File: src/rtl/mem_arb_pkg.sv
// Shared types and constants for the two-master memory arbiter.
package mem_arb_pkg;
  localparam int NUM_MASTERS  = 2;
  localparam int RESP_LATENCY = 2;

  typedef enum logic [1:0] {
    IDLE   = 2'd0,
    ACCESS = 2'd1,
    RESP   = 2'd2
  } state_e;

  typedef struct packed {
    logic        wen;
    logic [31:0] wdata;
    logic [3:0]  wstrb;
  } wr_req_t;
endpackage

File: src/rtl/mem_arbiter_if.sv
// Master request/response port and the single-port memory port of the arbiter.
interface mem_arbiter_if #(parameter int AW = 12);
  logic          req_valid;
  logic          req_ready;
  logic [AW-1:0] addr;
  logic          wen;
  logic [31:0]   wdata;
  logic [3:0]    wstrb;
  logic          resp_valid;
  logic [31:0]   rdata;

  modport master (output req_valid, addr, wen, wdata, wstrb,
                  input  req_ready, resp_valid, rdata);
  modport slave  (input  req_valid, addr, wen, wdata, wstrb,
                  output req_ready, resp_valid, rdata);
endinterface

interface mem_arbiter_mem_if #(parameter int AW = 12);
  logic [AW-1:0] waddr;
  logic [AW-1:0] raddr;
  logic          wren;
  logic          rden;
  logic [31:0]   wdata;
  logic [3:0]    wstrb;
  logic [31:0]   rdata;

  modport master (output waddr, raddr, wren, rden, wdata, wstrb, input rdata);
  modport slave  (input  waddr, raddr, wren, rden, wdata, wstrb, output rdata);
endinterface

File: src/rtl/mem_arbiter_rr_arb2.sv
// Two-input round-robin grant: a lone requester wins, a tie goes to the
// master that was not granted last. Output is one-hot or zero.
module rr_arb2 (
  input  logic [1:0] valid,
  input  logic       last_grant,
  output logic [1:0] grant
);
  always_comb begin
    grant = 2'b00;
    case (valid)
      2'b01:   grant = 2'b01;
      2'b10:   grant = 2'b10;
      2'b11:   grant = last_grant ? 2'b01 : 2'b10;
      default: grant = 2'b00;
    endcase
  end
endmodule

File: src/rtl/mem_arbiter.sv
// Two-master round-robin arbiter in front of a single-port synchronous-write,
// combinational-read memory. One transaction in flight: IDLE -> ACCESS -> RESP.
module mem_arbiter
  import mem_arb_pkg::*;
#(
  parameter int ADDR_WIDTH = 14
) (
  input logic                clk,
  input logic                rst,
  mem_arbiter_if.slave       m0,
  mem_arbiter_if.slave       m1,
  mem_arbiter_mem_if.master  mem
);
  localparam int AW = ADDR_WIDTH - 2;

  state_e            state;
  logic              last_grant;
  logic              owner;
  logic [AW-1:0]     addr_q;
  wr_req_t           req_q;
  logic [31:0]       rdata_q;

  logic [NUM_MASTERS-1:0] valid;
  logic [NUM_MASTERS-1:0] grant;
  logic              idle;
  logic              hs;
  logic              access;

  assign valid = {m1.req_valid, m0.req_valid};

  rr_arb2 u_rr (
    .valid      (valid),
    .last_grant (last_grant),
    .grant      (grant)
  );

  // Gating with rst keeps ready low while reset holds the FSM in IDLE.
  assign idle         = (state == IDLE) && !rst;
  assign m0.req_ready = idle & grant[0];
  assign m1.req_ready = idle & grant[1];
  assign hs           = idle & (|grant);

  always_ff @(posedge clk or posedge rst) begin
    if (rst) begin
      state      <= IDLE;
      last_grant <= 1'b1;
      owner      <= 1'b0;
      addr_q     <= '0;
      req_q      <= '0;
      rdata_q    <= '0;
    end else begin
      case (state)
        IDLE: if (hs) begin
          state      <= ACCESS;
          last_grant <= grant[1];
          owner      <= grant[1];
          addr_q     <= grant[1] ? m1.addr : m0.addr;
          req_q      <= grant[1] ? '{m1.wen, m1.wdata, m1.wstrb}
                                 : '{m0.wen, m0.wdata, m0.wstrb};
        end
        ACCESS: begin
          state   <= RESP;
          // Writes respond with zero data so rdata never leaks a stale read.
          rdata_q <= req_q.wen ? 32'h0 : mem.rdata;
        end
        RESP:    state <= IDLE;
        default: state <= IDLE;
      endcase
    end
  end

  assign access    = (state == ACCESS);
  assign mem.waddr = addr_q;
  assign mem.raddr = addr_q;
  assign mem.wren  = access &  req_q.wen;
  assign mem.rden  = access & ~req_q.wen;
  assign mem.wdata = req_q.wdata;
  assign mem.wstrb = req_q.wstrb;

  assign m0.resp_valid = (state == RESP) & ~owner;
  assign m1.resp_valid = (state == RESP) &  owner;
  assign m0.rdata      = rdata_q;
  assign m1.rdata      = rdata_q;

  logic hs0, hs1;
  assign hs0 = hs & grant[0];
  assign hs1 = hs & grant[1];

  a_excl_en: assert property (@(posedge clk) disable iff (rst) !(mem.wren && mem.rden));
  a_rdy_idle: assert property (@(posedge clk) disable iff (rst)
    (m0.req_ready || m1.req_ready) |-> (state == IDLE));
  a_resp0: assert property (@(posedge clk) disable iff (rst)
    m0.resp_valid |-> $past(hs0, RESP_LATENCY));
  a_resp1: assert property (@(posedge clk) disable iff (rst)
    m1.resp_valid |-> $past(hs1, RESP_LATENCY));
  a_one_resp: assert property (@(posedge clk) disable iff (rst)
    !(m0.resp_valid && m1.resp_valid));
endmodule

File: src/flat_wrapper.sv
// flat-port wrapper written by rule: the top's interface ports become plain ports
module mem_arbiter_flat import mem_arb_pkg::*;
#(
  parameter int ADDR_WIDTH = 14
)
  (clk, rst, m0_req_valid, m0_addr, m0_wen, m0_wdata, m0_wstrb, m0_req_ready, m0_resp_valid, m0_rdata, m1_req_valid, m1_addr, m1_wen, m1_wdata, m1_wstrb, m1_req_ready, m1_resp_valid, m1_rdata, mem_waddr, mem_raddr, mem_wren, mem_rden, mem_wdata, mem_wstrb, mem_rdata);
  mem_arbiter_if #(.AW((ADDR_WIDTH - 2))) m0_i ();
  mem_arbiter_if #(.AW((ADDR_WIDTH - 2))) m1_i ();
  mem_arbiter_mem_if #(.AW((ADDR_WIDTH - 2))) mem_i ();
  input logic clk;
  input logic rst;
  input wire logic [$bits(m0_i.req_valid)-1:0] m0_req_valid;
  input wire logic [$bits(m0_i.addr)-1:0] m0_addr;
  input wire logic [$bits(m0_i.wen)-1:0] m0_wen;
  input wire logic [$bits(m0_i.wdata)-1:0] m0_wdata;
  input wire logic [$bits(m0_i.wstrb)-1:0] m0_wstrb;
  output wire logic [$bits(m0_i.req_ready)-1:0] m0_req_ready;
  output wire logic [$bits(m0_i.resp_valid)-1:0] m0_resp_valid;
  output wire logic [$bits(m0_i.rdata)-1:0] m0_rdata;
  input wire logic [$bits(m1_i.req_valid)-1:0] m1_req_valid;
  input wire logic [$bits(m1_i.addr)-1:0] m1_addr;
  input wire logic [$bits(m1_i.wen)-1:0] m1_wen;
  input wire logic [$bits(m1_i.wdata)-1:0] m1_wdata;
  input wire logic [$bits(m1_i.wstrb)-1:0] m1_wstrb;
  output wire logic [$bits(m1_i.req_ready)-1:0] m1_req_ready;
  output wire logic [$bits(m1_i.resp_valid)-1:0] m1_resp_valid;
  output wire logic [$bits(m1_i.rdata)-1:0] m1_rdata;
  output wire logic [$bits(mem_i.waddr)-1:0] mem_waddr;
  output wire logic [$bits(mem_i.raddr)-1:0] mem_raddr;
  output wire logic [$bits(mem_i.wren)-1:0] mem_wren;
  output wire logic [$bits(mem_i.rden)-1:0] mem_rden;
  output wire logic [$bits(mem_i.wdata)-1:0] mem_wdata;
  output wire logic [$bits(mem_i.wstrb)-1:0] mem_wstrb;
  input wire logic [$bits(mem_i.rdata)-1:0] mem_rdata;
  assign m0_i.req_valid = m0_req_valid;
  assign m0_i.addr = m0_addr;
  assign m0_i.wen = m0_wen;
  assign m0_i.wdata = m0_wdata;
  assign m0_i.wstrb = m0_wstrb;
  assign m0_req_ready = m0_i.req_ready;
  assign m0_resp_valid = m0_i.resp_valid;
  assign m0_rdata = m0_i.rdata;
  assign m1_i.req_valid = m1_req_valid;
  assign m1_i.addr = m1_addr;
  assign m1_i.wen = m1_wen;
  assign m1_i.wdata = m1_wdata;
  assign m1_i.wstrb = m1_wstrb;
  assign m1_req_ready = m1_i.req_ready;
  assign m1_resp_valid = m1_i.resp_valid;
  assign m1_rdata = m1_i.rdata;
  assign mem_waddr = mem_i.waddr;
  assign mem_raddr = mem_i.raddr;
  assign mem_wren = mem_i.wren;
  assign mem_rden = mem_i.rden;
  assign mem_wdata = mem_i.wdata;
  assign mem_wstrb = mem_i.wstrb;
  assign mem_i.rdata = mem_rdata;
  mem_arbiter #(.ADDR_WIDTH(ADDR_WIDTH)) u_core (.clk(clk), .rst(rst), .m0(m0_i), .m1(m1_i), .mem(mem_i));
endmodule
File: config.mk
export PLATFORM = sky130hd
export DESIGN_NAME = mem_arbiter_flat
export DESIGN_NICKNAME = d
export VERILOG_FILES = /design/src/rtl/mem_arb_pkg.sv /design/src/rtl/mem_arbiter_if.sv /design/src/rtl/mem_arbiter_rr_arb2.sv /design/src/rtl/mem_arbiter.sv /design/src/flat_wrapper.sv
export SDC_FILE = /design/constraint.sdc
export NUM_CORES = 1
export LEC_CHECK = 0
export ABC_CLOCK_PERIOD_IN_PS = 3450
export BUFFER_PORTS_ARGS = -buffer_cell sky130_fd_sc_hd__buf_2
export CORE_AREA = 3 3 93 139
export CTS_BUF_LIST = sky130_fd_sc_hd__clkbuf_2
export CTS_CLUSTER_SIZE = 24
export DETAILED_ROUTE_END_ITERATION = 12
export DIE_AREA = 0 0 96 142
export GPL_TIMING_DRIVEN = 0
export PLACE_DENSITY = 0.79
export SYNTH_ARGS = -nofsm -noshare
export SYNTH_HDL_FRONTEND = slang
export SYNTH_HIERARCHICAL = 1
export SYNTH_SLANG_ARGS = --single-unit
File: constraint.sdc
create_clock -name clk -period 3.45 [get_ports clk]
set_input_delay 0.345 -clock clk [delete_from_list [all_inputs] [get_ports clk]]
set_output_delay 0.345 -clock clk [all_outputs]
set_load 0.01 [all_outputs]
==> metrics.csv <==
stage,metric,value,unit
global_routing,GRT Overall Usage,18.3,%
run,max-cap violations,0,
timing,Slew headroom,63.2,%
pwr,Power Density,824,nW/µm²
pwr,Worst VDD drop,0.478,mV
worst_setup_path,CP max stage cell,dfstp_2,
global_routing,antenna violations before repair,1,
routing,Detailed Route Iter0 Violations,108,
timing,minimum clock period,2.45,ns
finish,Area growth syn-to-layout,42.1,%
worst_setup_path,Crit path largest cell delay,0.43,ns
place,GPL Wtd Cong,0.788,
die,Initial Utilization,39.3,%
pwr,sequential power share,33.8,%
timing,Slew Limit Fails,0,
min_path,Hold Path Cell Cnt,3,
die,die area,13600,µm²
global_routing,vias in the first global route,4071,
global_routing,grt peak-use layer,met2,
timing,worst setup margin,1.00,ns
worst_setup_path,R2R depth,5,
min_path,worst hold path type,in -> reg,
routing,vias,3952,
run_status,status,finished clean,
timing,worst hold slack,0.126,ns
place,placed cell areas,6230,µm²
min_path,Worst Min Path Start,mem_rdata[11],
routing,DRT antenna net count,0,
worst_setup_path,stages on the worst setup path,5,
die,Die Y,142,µm
synthesis,post-synthesis compound-gate area fraction,4.21,%
pwr,Int Pwr,3.46,mW
synthesis,sequential fraction of the synthesis area,45.3,%
global_routing,met3 GRT Util,4.92,%
place,Buffers on Ports,263,
place,DP Worst Slack,1.34,ns
worst_setup_path,crit path max fanout,10,
clock_network,CTS Buf Count,9,
synthesis,XOR/XNOR share of the synthesized area,0,%
clock_network,"CTS clk-pin slew, worst paths",0.23,ns
worst_setup_path,Crit path top cell by count,buf_2,
synthesis,Synth Instances,399,
global_routing,global-route wire length before repair,19400,µm
pwr,leakage,3.64,nW
finish,final net count,840,
timing,RSZ-0062 raised after global routing,false,
die,CORE AREA,12000,µm²
worst_setup_path,Critical Path RT,3.11,ns
synthesis,Syn Nets,533,
synthesis,Yosys reg bits,85,
global_routing,met1 GRT Util,18.9,%
finish,post-route cell area,6680,µm²
synthesis,mean post-synth cell area,11.8,µm²
synthesis,Cell variety after synth,25,
global_routing,largest net degree at the start of global routing,44,
timing,Final period util,70.9,%
timing,final setup TNS,0,ns
die,row count,49,
routing,DRT Pass-1 Iters,4,
worst_setup_path,Buf/Inv on CP,3,
clock_network,Root Buffer,clkbuf_2,
finish,"most common cell after layout, fill and taps aside",buf_2,
worst_setup_path,Critical Path End Type,primary output,
clock_network,CTS tree,built,
die,Die W,96,µm
worst_setup_path,WS Path Type,reg -> out,
worst_setup_path,critical path startpoint,u_core/last_grant,
routing,Post-route DRC,0,
synthesis,synthesized area,4700,µm²
pwr,Overall Power,5.51,mW
clock_network,CTS resizes,0,
place,DP HPWL,9410,µm
routing,DR vias/cell,4.57,
timing,fmax,409,MHz
worst_setup_path,"critical path, cell by cell","a21boi_0, clkbuf_1, buf_2, and2_1, buf_2",
timing,Setup Viol. Count Final,0,
pwr,clock group share of total power,9.9,%
global_routing,total grt overflow,0,
clock_network,clk_lat worst skew,0.54,ns
routing,wire per inst,14.7,µm
worst_setup_path,Crit Reg-Reg Startpoint,u_core/last_grant,
clock_network,clock sinks,85,
worst_setup_path,CP arrival,2.10,ns
synthesis,multiplexer area fraction after synthesis,27.3,%
finish,most frequent cells in the layout,"buf_2 (272), dfrtp_1 (84), buf_4 (80)",
synthesis,main combinational cell family by area after synthesis,multiplexers,
pwr,switching share of power,37.1,%
pwr,Comb power frac,56.3,%
timing,slew at the pin with the worst max-slew slack,0.552,ns
synthesis,adder-cell share of the synthesized area,0,%
finish,share of cells above drive strength 1,66.7,%
clock_network,Clock Path Buffers,2,
timing,skew final,0.0380,ns
timing,final hold violation count,0,
clock_network,H-tree depth,3,
worst_setup_path,crit-path leading delay family,buffers and inverters,
die,I/O pin count,264,
worst_setup_path,Worst Setup Start Kind,register,
global_routing,met2 Use GR,33.5,%
pwr,P_sw,2.04,mW
synthesis,Synth Area in Simple Gates,6.18,%
routing,total wire length,12700,µm
synthesis,Ys Warns,6,
## Yosys cell counts (all sizes together)
| cell | number | area (µm²) |
|---|---|---|
| and2 | 1 | 6.26 |
| nor2 | 2 | 7.51 |
| dfrtp | 84 | 2100 |
| dfstp | 1 | 26.3 |
| a21boi | 2 | 15.0 |
| buf | 95 | 757 |
| nor3b | 1 | 7.51 |
| nand2 | 65 | 244 |
| o21ai | 32 | 160 |
| o21a | 1 | 7.51 |
| mux2 | 96 | 1260 |
| inv | 4 | 15.0 |
| nor3 | 1 | 10.0 |
| clkbuf | 7 | 26.3 |
| clkinv | 1 | 3.75 |
| a21o | 2 | 15.0 |
| mux2i | 2 | 20.0 |
| nand2b | 1 | 6.26 |
| and3b | 1 | 8.76 |
## timing repair
item | CTS | global route
setup buffers | 0 | 0
endpoints found under the hold margin | 72 | 0
setup endpoints to repair | 0 | 0
hold buffers | 32 | 0
## worst register-to-register path, delay by kind of cell, from the launching register on
family / cells / cell delay [ns]
buf+inv: 2 / 0.67
mux: 2 / 0.64
flops: 1 / 0.43
compound gates: 1 / 0.16
## state kept, by name, summed over array words and instances, names as in the netlist
name               flops
u_core/state           2
u_core/m0.rdata       32
u_core/req_q           1
u_core/owner           1
u_core/last_grant      1
u_core/mem.wstrb       4
u_core/mem.raddr      12
u_core/mem.wdata      32
## power groups by stage
| stage | combinational (mW) | clock [mW] | sequential, mW |
|---|---|---|---|
| 2_1_floorplan | 1.92 | 0 | 1.92 |
| 3_3_place_gp | 3.01 | 0 | 1.86 |
| 3_5_place_dp | 3.07 | 0 | 1.87 |
| 4_1_cts | 3.10 | 0.580 | 1.86 |
| 5_1_grt | 3.34 | 0.621 | 1.93 |
| 6_report | 3.10 | 0.545 | 1.86 |
## per-stage QoR
stage / cells / utilization (%)
after floorplan: 399 / -
after global placement: 815 / 51.9
after detailed placement: 816 / 52.1
after CTS: 864 / 55.9
after global routing: 865 / 55.9
final: 865 / 55.9
## logic make-up (layout without fill, tap and decap cells)
group	Yosys count	in the layout
buf+inv	107	419
flops	85	85
simple gates	72	72
mux	98	98
compound gates	37	37
other cells	0	1
## layer usage
metal  share of wire [%]  vias to the layer above
met5                   0                        -
met4                 2.8                        0
met3                 9.2                       20
met2                  54                      212
met1                  34                     1857
li1                    -                     1863
## area by class of cell
cell class / count / area (µm²)
Antenna cell: 1 / 2.50
Inverter: 5 / 21.3
Timing Repair Buffer: 296 / 1660
Fill cell: 1021 / 5280
Clock inverter: 7 / 82.6
Clock buffer: 9 / 45.0
Multi-Input combinational cell: 207 / 1770
Buffer: 102 / 783
Sequential cell: 85 / 2130
Tap cell: 153 / 191
## worst paths after layout
kind                                        end  slack, ns
max                                m1_req_ready       1.00
min                         u_core/m0.rdata[11]       0.13
max reg2reg                u_core/mem.wdata[15]       1.49
min reg2reg                   u_core/last_grant       0.53
max in group asynchronous   u_core/mem.raddr[6]       2.39
min in group asynchronous   u_core/m0.rdata[17]       0.38
Note: power is estimated with default switching activity, not from simulation.
